--- src/rtl/multi_fifo_reduce_adder_pkg.sv ---
// rtl/multi_fifo_reduce_adder_pkg.sv - shared constants and width helper for the reduce adder
package multi_fifo_reduce_adder_pkg;

  localparam int SAT_WRAP  = 0;
  localparam int SAT_CLAMP = 1;

  // Width needed to hold the exact sum of n_in operands of the given width.
  function automatic int sum_width(input int width, input int n_in);
    return width + $clog2(n_in);
  endfunction

endpackage

--- src/rtl/ff_fifo_cnt.sv ---
// rtl/ff_fifo_cnt.sv - flip-flop FIFO with occupancy count, any depth >= 2
module ff_fifo_cnt #(
  parameter int WIDTH = 16,
  parameter int DEPTH = 5,
  localparam int PTR_W = $clog2(DEPTH),
  localparam int CNT_W = $clog2(DEPTH + 1)
) (
  input  logic             clk,
  input  logic             rst,
  input  logic             push,
  input  logic             pop,
  input  logic [WIDTH-1:0] write_data,
  output logic [WIDTH-1:0] read_data,
  output logic             empty,
  output logic             full,
  output logic [CNT_W-1:0] count
);

  logic [WIDTH-1:0] mem [DEPTH];
  logic [PTR_W-1:0] wr_ptr;
  logic [PTR_W-1:0] rd_ptr;
  logic             do_push;
  logic             do_pop;

  assign empty   = (count == '0);
  assign full    = (count == CNT_W'(DEPTH));
  assign do_push = push & ~full;
  assign do_pop  = pop & ~empty;
  assign read_data = mem[rd_ptr];

  // Pointers wrap explicitly so non-power-of-two depths work.
  function automatic logic [PTR_W-1:0] next_ptr(input logic [PTR_W-1:0] p);
    return (p == PTR_W'(DEPTH - 1)) ? '0 : p + PTR_W'(1);
  endfunction

  always_ff @(posedge clk or negedge rst) begin
    if (!rst) begin
      wr_ptr <= '0;
      rd_ptr <= '0;
      count  <= '0;
    end else begin
      if (do_push) wr_ptr <= next_ptr(wr_ptr);
      if (do_pop)  rd_ptr <= next_ptr(rd_ptr);
      case ({do_push, do_pop})
        2'b10:   count <= count + CNT_W'(1);
        2'b01:   count <= count - CNT_W'(1);
        default: count <= count;
      endcase
    end
  end

  always_ff @(posedge clk) begin
    if (do_push) mem[wr_ptr] <= write_data;
  end

endmodule

--- src/rtl/multi_fifo_reduce_adder.sv ---
// rtl/multi_fifo_reduce_adder.sv - N input FIFOs reduced by a registered adder into a result FIFO
module multi_fifo_reduce_adder
  import multi_fifo_reduce_adder_pkg::*;
#(
  parameter int WIDTH    = 16,
  parameter int DEPTH    = 5,
  parameter int N_IN     = 3,
  parameter int SATURATE = SAT_WRAP
) (
  input  logic                  clk,
  input  logic                  rst,
  output logic [N_IN-1:0]       can_push,
  input  logic [N_IN-1:0]       push,
  input  logic [N_IN*WIDTH-1:0] data_in,
  output logic                  can_pop_sum,
  input  logic                  pop_sum,
  output logic [WIDTH-1:0]      sum,
  output logic                  sum_ovf
);

  localparam int SUM_W = sum_width(WIDTH, N_IN);
  localparam int CNT_W = $clog2(DEPTH + 1);

  logic [N_IN-1:0]  in_empty;
  logic [N_IN-1:0]  in_full;
  logic [WIDTH-1:0] operand [N_IN];
  logic [CNT_W-1:0] unused_in_count [N_IN];
  logic             fire;

  logic [SUM_W-1:0] full_sum;
  logic             ovf;
  logic [WIDTH-1:0] stored;

  logic             stage_valid;
  logic [WIDTH-1:0] stage_sum;
  logic             stage_ovf;

  logic [CNT_W-1:0] count_sum;
  logic             sum_empty;
  logic             unused_sum_full;
  logic [WIDTH:0]   head;

  for (genvar i = 0; i < N_IN; i++) begin : g_in
    ff_fifo_cnt #(.WIDTH(WIDTH), .DEPTH(DEPTH)) u_fifo (
      .clk        (clk),
      .rst        (rst),
      .push       (push[i]),
      .pop        (fire),
      .write_data (data_in[i*WIDTH +: WIDTH]),
      .read_data  (operand[i]),
      .empty      (in_empty[i]),
      .full       (in_full[i]),
      .count      (unused_in_count[i])
    );
  end

  assign can_push = ~in_full;

  // Credit counts the result already in the stage; a same-cycle pop earns none.
  assign fire = (&(~in_empty)) && ((int'(count_sum) + int'(stage_valid)) < DEPTH);

  always_comb begin
    full_sum = '0;
    for (int i = 0; i < N_IN; i++) begin
      full_sum = full_sum + SUM_W'(operand[i]);
    end
  end

  assign ovf    = |full_sum[SUM_W-1:WIDTH];
  assign stored = (SATURATE == SAT_CLAMP && ovf) ? '1 : full_sum[WIDTH-1:0];

  always_ff @(posedge clk or negedge rst) begin
    if (!rst) begin
      stage_valid <= 1'b0;
    end else begin
      stage_valid <= fire;
    end
  end

  always_ff @(posedge clk) begin
    if (fire) begin
      stage_sum <= stored;
      stage_ovf <= ovf;
    end
  end

  ff_fifo_cnt #(.WIDTH(WIDTH + 1), .DEPTH(DEPTH)) u_sum_fifo (
    .clk        (clk),
    .rst        (rst),
    .push       (stage_valid),
    .pop        (pop_sum),
    .write_data ({stage_ovf, stage_sum}),
    .read_data  (head),
    .empty      (sum_empty),
    .full       (unused_sum_full),
    .count      (count_sum)
  );

  assign can_pop_sum = ~sum_empty;
  assign sum         = head[WIDTH-1:0];
  assign sum_ovf     = head[WIDTH];

endmodule
--- config.mk ---
export PLATFORM = sky130hd
export DESIGN_NAME = multi_fifo_reduce_adder
export DESIGN_NICKNAME = d
export VERILOG_FILES = /design/src/rtl/multi_fifo_reduce_adder_pkg.sv /design/src/rtl/ff_fifo_cnt.sv /design/src/rtl/multi_fifo_reduce_adder.sv
export SDC_FILE = /design/constraint.sdc
export NUM_CORES = 1
export LEC_CHECK = 0
export ABC_AREA = 1
export BUFFER_PORTS_ARGS = -buffer_cell sky130_fd_sc_hd__buf_4
export CORE_MARGIN = 3
export CORE_UTILIZATION = 40
export DETAILED_ROUTE_END_ITERATION = 8
export GPL_TIMING_DRIVEN = 0
export SYNTH_ARGS = -nofsm -noshare
export SYNTH_HDL_FRONTEND = slang
export SYNTH_SLANG_ARGS = --single-unit
--- constraint.sdc ---
create_clock -name clk -period 7.25 [get_ports clk]
set_input_delay 0.725 -clock clk [delete_from_list [all_inputs] [get_ports clk]]
set_output_delay 0.725 -clock clk [all_outputs]
set_load 0.02 [all_outputs]
## After elaboration in Yosys (flattened, before gate mapping)

Memory sizes are Yosys's and may differ from the RTL's.
Cells that the tools add are included.

- Bits in registers: 54
- Memory bits (writable): 325
- Input port bits: 54
- Output and inout port bits: 21
- Logic and storage cells: 108
- Memories: 4

Memories:

| memory | words | bits a word | rd ports | clocked after Yosys merged registers in | write ports | line | text |
|---|---|---|---|---|---|---|---|
| u_sum_fifo.mem | 5 | 17 | 1 | 0 | 1 | ff_fifo_cnt.sv:19 | `logic [WIDTH-1:0] mem [DEPTH];` |
| g_in[0].u_fifo.mem | 5 | 16 | 1 | 0 | 1 | ff_fifo_cnt.sv:19 |  |
| g_in[1].u_fifo.mem | 5 | 16 | 1 | 0 | 1 | ff_fifo_cnt.sv:19 |  |
| g_in[2].u_fifo.mem | 5 | 16 | 1 | 0 | 1 | ff_fifo_cnt.sv:19 |  |

- Add/subtract/negate cells: 19
- $lt $le $gt $ge: 1
- Eq/ne operators: 20
- Mux-type cells: 20
- Bitwise logic cells: 18
- Reduce and logical (&&, ||, !) cells: 11

Operator list:

| cell | number |
|---|---|
| $add A3 B1 Y3 const B | 12 |
| $eq A3 B3 Y1 const B | 12 |
| $mux W3 | 8 |
| $pmux W3 S2 | 4 |
| $add A17 B16 Y18 | 1 |
| $add A16 B16 Y17 | 1 |
| $logic_not A3 Y1 | 4 |
| $sub A3 B1 Y3 const B | 4 |
| $and A1 B1 Y1 | 8 |
| $eq A2 B1 Y1 const B | 4 |
| $eq A2 B2 Y1 const B | 4 |
| $mux W1 | 8 |
| $not A1 Y1 | 8 |
| $reduce_bool A2 Y1 | 4 |
| $not A3 Y3 | 2 |
| $add A3 B1 Y4 | 1 |
| $lt A4 B3 Y1 const B | 1 |
| $reduce_and A3 Y1 | 1 |
| $reduce_or A2 Y1 | 1 |
| $logic_and A1 B1 Y1 | 1 |

## Depth between registers and ports, before layout

- Depth in word-level cells: 7
- Mapped depth: 19
- Depth with buffers taken out: 17

## By module

From an unflattened synthesis, not the netlist that was laid out.

- Cells, all modules: 1,808
- Area, all modules: 17,946.0 um^2

Modules (own cells, without submodules):

| module | instances | cells an instance | area an instance (um^2) | sequential area each (um^2) |
|---|---|---|---|---|
| ff_fifo_cnt (g_in[1].u_fifo ...) | 2 | 393 | 3,970.1 | 2,627.5 |
| ff_fifo_cnt (u_sum_fifo) | 1 | 412 | 4,175.3 | 2,777.7 |
| ff_fifo_cnt (g_in[0].u_fifo) | 1 | 391 | 3,967.6 | 2,627.5 |
| multi_fifo_reduce_adder | 1 | 219 | 1,863.0 | 535.5 |

## Worst setup path before layout

OpenSTA, ideal clock, no wires.

- Path type: reg-to-reg
- Start: reg g_in[1].u_fifo.rd_ptr[0]
- End: reg stage_sum[11] (data pin)
- Setup time: 0.253 ns
- Arrival: 2.673 ns
- Data required time: 6.997 ns
- Slack: 4.324 ns
- Cell stages (with the launch flop): 17
- Path buffers: 2
- Period minus slack after synthesis: 2.926 ns
- Cell sequence: dfrtp_1 buf_2 inv_1 buf_2 o21ai_0 a31oi_1 fa_1 ha_1 fa_1 nand2_1 nand2_1 nand3b_1 nand2_1 nand2_1 nand2_1 nor2_1 nor2_1

- Cells in the longest elaborated chain, start to end: 3

RTL lines:

| item | line | text |
|---|---|---|
| start: declaration | ff_fifo_cnt.sv:21 | `logic [PTR_W-1:0] rd_ptr;` |
| start signal: assignment | ff_fifo_cnt.sv:43 | `if (do_pop) rd_ptr <= next_ptr(rd_ptr);` |
| $mem_v2 Z5 W16 | -- |  |
| $add A16 B16 Y17 | multi_fifo_reduce_adder.sv:65 | `full_sum = full_sum + SUM_W'(operand[i]);` |
| $add A17 B16 Y18 | multi_fifo_reduce_adder.sv:65 |  |
| net full_sum[11] | multi_fifo_reduce_adder.sv:30 | `logic [SUM_W-1:0] full_sum;` |
| end signal: assignment | multi_fifo_reduce_adder.sv:82 | `stage_sum <= stored;` |
| end: declaration | multi_fifo_reduce_adder.sv:35 | `logic [WIDTH-1:0] stage_sum;` |

The timed path passes the listed nets, and every way through them passes these cells.
A chain may end at the register's enable or synchronous reset.

## Worst setup path after layout

- Start: reg g_in[1].u_fifo.rd_ptr[0]
- End: reg stage_ovf (data pin)

- Cells in the longest elaborated chain, start to end: 4

RTL lines:

| item | line | text |
|---|---|---|
| $mem_v2 Z5 W16 | -- |  |
| $add A16 B16 Y17 | multi_fifo_reduce_adder.sv:65 |  |
| $add A17 B16 Y18 | multi_fifo_reduce_adder.sv:65 |  |
| $reduce_or A2 Y1 | multi_fifo_reduce_adder.sv:69 | `assign ovf = \|full_sum[SUM_W-1:WIDTH];` |
| net ovf | multi_fifo_reduce_adder.sv:31 | `logic ovf;` |
| end signal: assignment | multi_fifo_reduce_adder.sv:83 | `stage_ovf <= ovf;` |
| end: declaration | multi_fifo_reduce_adder.sv:36 | `logic stage_ovf;` |

The timed path passes the listed nets, and every way through them passes these cells.

==> metrics.txt <==
gpl congestion=0.860; vias per inst=5.05; Final period util=0.519; DRC viols=0; CTS Hold Bufs=0; synth warn=0; DRT antenna net count=0; Starting Density=0.407; CP endpoint kind=register; most common cell in the synthesized netlist=edfxtp_1; number of port buffers=74; largest net degree at the start of global routing=38; CTS tree=yes; top cell type's share of synthesized area=0.632; share of synthesized flip-flops with an asynchronous set or reset=0.0976; total wire length=37400 um; synth unique cells=35; worst skew pair latency=0.55 ns; Mapped Avg Cell Area=12.0 um2; Max FO, Critical Path=10; Fill cells=3501; Top FF cell, synth=edfxtp_1; min cycle time layout=3.76 ns; cell row count=73; first-pass GRT wire length=58300 um; final net count=1611; # Post-CTS Setup Buffers=0; area of the multi-input gates=4570 um2; Slew headroom=0.352; Yosys top cell by area=edfxtp_1; maximum clock rate=266 MHz; core area=39900 um2; Crit path required time=7.52 ns; area grow syn2layout=18.1%; Max-Cap Viols=0; CTS root buf=clkbuf_16; Die W=208 um; outcome=finished clean; hpwl dp=26200 um; Register Area=11200 um2; GR Util All Layers=0.173; initial antenna violation count=0; vias in the first global route=10.3k; critical path class=reg2reg; first-pass iteration count of the detailed router=5; layout cells sized above 1=0.161; Iteration-0 DRC Markers=840; TritonCTS Buffers=40; Commonest cells post-synth=edfxtp_1 (342), nor2_1 (319), o21ai_0 (151); clk_skew=0.0145 ns; TNS Setup=0 ns; buffer levels on the longest clock path=3; Pins Over Slew Limit=0; syn_nets=1467; Hold Path Class=in2async; Remaining Overflow, GRT=0; CP Launch Type=register; htree depth=2; Final WS setup=3.49 ns; Clk pin slew, worst setup/hold paths=0.06 ns; Routed wire per std cell=18.2 um; # setup viols final=0; Total Die Area=43100 um2; Final Util=0.481; final hold slack=0.188 ns; Die H=208 um; CTS Sinks=379; DP Worst Slack=3.48 ns; synth top area cells=edfxtp_1 (63%), nor2_1 (7.4%), dfrtp_1 (5.7%); CP arrival=4.03 ns; EDFF count, synth=342; sequential-to-total area share from yosys stat=0.689; synthesis-stage register bit count=379; Slew @ Worst Pin=0.966 ns; IO Pins=75; Post-CTS Resized=0; mapped cell area=16300 um2; antenna cell count=0; via count=10.4k; unrepaired setup endpoints after global routing=no; final hold violation count=0; Cells after Synth=1355
==> placed cells by master (no fill, tap or decap), types with 5 or more instances in the layout <==
cell type | Yosys | final
clkinv_2 | 0 | 8
mux2i_1 | 7 | 7
nand2_1 | 121 | 121
o21ai_2 | 7 | 7
fa_1 | 21 | 21
o22ai_1 | 9 | 9
clkbuf_8 | 0 | 5
buf_6 | 1 | 11
dfrtp_1 | 37 | 37
clkinv_1 | 3 | 6
xnor2_1 | 6 | 6
buf_2 | 35 | 35
clkbuf_2 | 6 | 6
a21oi_1 | 21 | 21
xor2_1 | 10 | 10
nor4_2 | 0 | 6
nor3_2 | 1 | 15
buf_4 | 3 | 89
ha_1 | 37 | 37
o21ai_0 | 151 | 151
inv_2 | 7 | 7
inv_1 | 76 | 76
clkbuf_16 | 0 | 42
clkbuf_1 | 10 | 19
buf_8 | 0 | 6
nor2_1 | 319 | 319
a31oi_1 | 56 | 56
nand3_1 | 31 | 31
edfxtp_1 | 342 | 342
==> layer usage <==
layer / share of wire / global-route usage / vias to the layer above / wire length (um)
met5: 0 / 0 / - / 0
met4: 0.035 / 0.0709 / 0 / 1310
met3: 0.051 / 0.0280 / 65 / 1900
met2: 0.47 / 0.277 / 288 / 17400
met1: 0.45 / 0.238 / 5004 / 16800
li1: - / - / 5030 / -
==> flip-flops by register name, indices dropped and copies added, names as in the netlist <==
signal / count
g_in.u_fifo.count: 9
g_in.u_fifo.mem: 240
g_in.u_fifo.rd_ptr: 9
g_in.u_fifo.wr_ptr: 9
stage_ovf: 1
stage_sum: 16
stage_valid: 1
u_sum_fifo.count: 3
u_sum_fifo.mem: 85
u_sum_fifo.rd_ptr: 3
u_sum_fifo.wr_ptr: 3
==> final cells by class <==
type | count | share of cell area
multi-input combinational | 835 | 0.238
clock inverter | 18 | 0.00945
inverter | 86 | 0.0168
tap | 525 | 0.0342
buffer | 55 | 0.0144
clock buffer | 56 | 0.0601
sequential | 379 | 0.583
timing repair buffer | 102 | 0.0442
==> cell families (layout without fill, tap and decap cells) <==
logic type | Yosys count | in the layout | share of synthesized area
adder cells (fa/ha/maj) | 58 | 58 | 0.0543
multiplexers | 7 | 7 | 0.00431
AO/OA/AOI/OAI | 250 | 250 | 0.0842
buffers and inverters | 141 | 317 | 0.0369
XOR/XNOR | 16 | 16 | 0.00862
flip-flops | 379 | 379 | 0.689
AND/OR/NAND/NOR | 504 | 504 | 0.123
==> stage by stage <==
stage / std cells / area, um2
2_1_floorplan: 1355 / 16300
3_3_place_gp: 1954 / 17500
3_5_place_dp: 1982 / 17900
4_1_cts: 2056 / 19200
5_1_grt: 2056 / 19200
6_report: 2056 / 19200
==> critical path, stage by stage (launching register included) <==
cell and delay, ns:
dfrtp_1 0.37, buf_2 0.18, inv_1 0.17, buf_2 0.27, o21ai_0 0.14, a31oi_1 0.51, fa_1 0.52, ha_1 0.24
fa_1 0.40, nand2_1 0.09, nand2_1 0.08, nand3_1 0.09, nand2_1 0.11, a21oi_1 0.15, nand3_1 0.13
==> final timing paths <==
kind,startpoint,endpoint,slack [ns],depth (start not counted)
worst max-delay path,g_in[1].u_fifo.rd_ptr[0],stage_ovf,3.49,14
worst min-delay path,rst,g_in[0].u_fifo.wr_ptr[1],0.19,1
worst max register to register,g_in[1].u_fifo.rd_ptr[0],stage_ovf,3.49,14
worst min register to register,g_in[2].u_fifo.count[1],g_in[2].u_fifo.count[1],0.49,2
max in group asynchronous,rst,u_sum_fifo.wr_ptr[0],6.66,1
min in group clk,data_in[12],g_in[0].u_fifo.mem[3][12],0.38,1
Power is left out: the tool's default activity adds up to more than one toggle a clock period on the data nets, which glitch-free logic cannot reach.
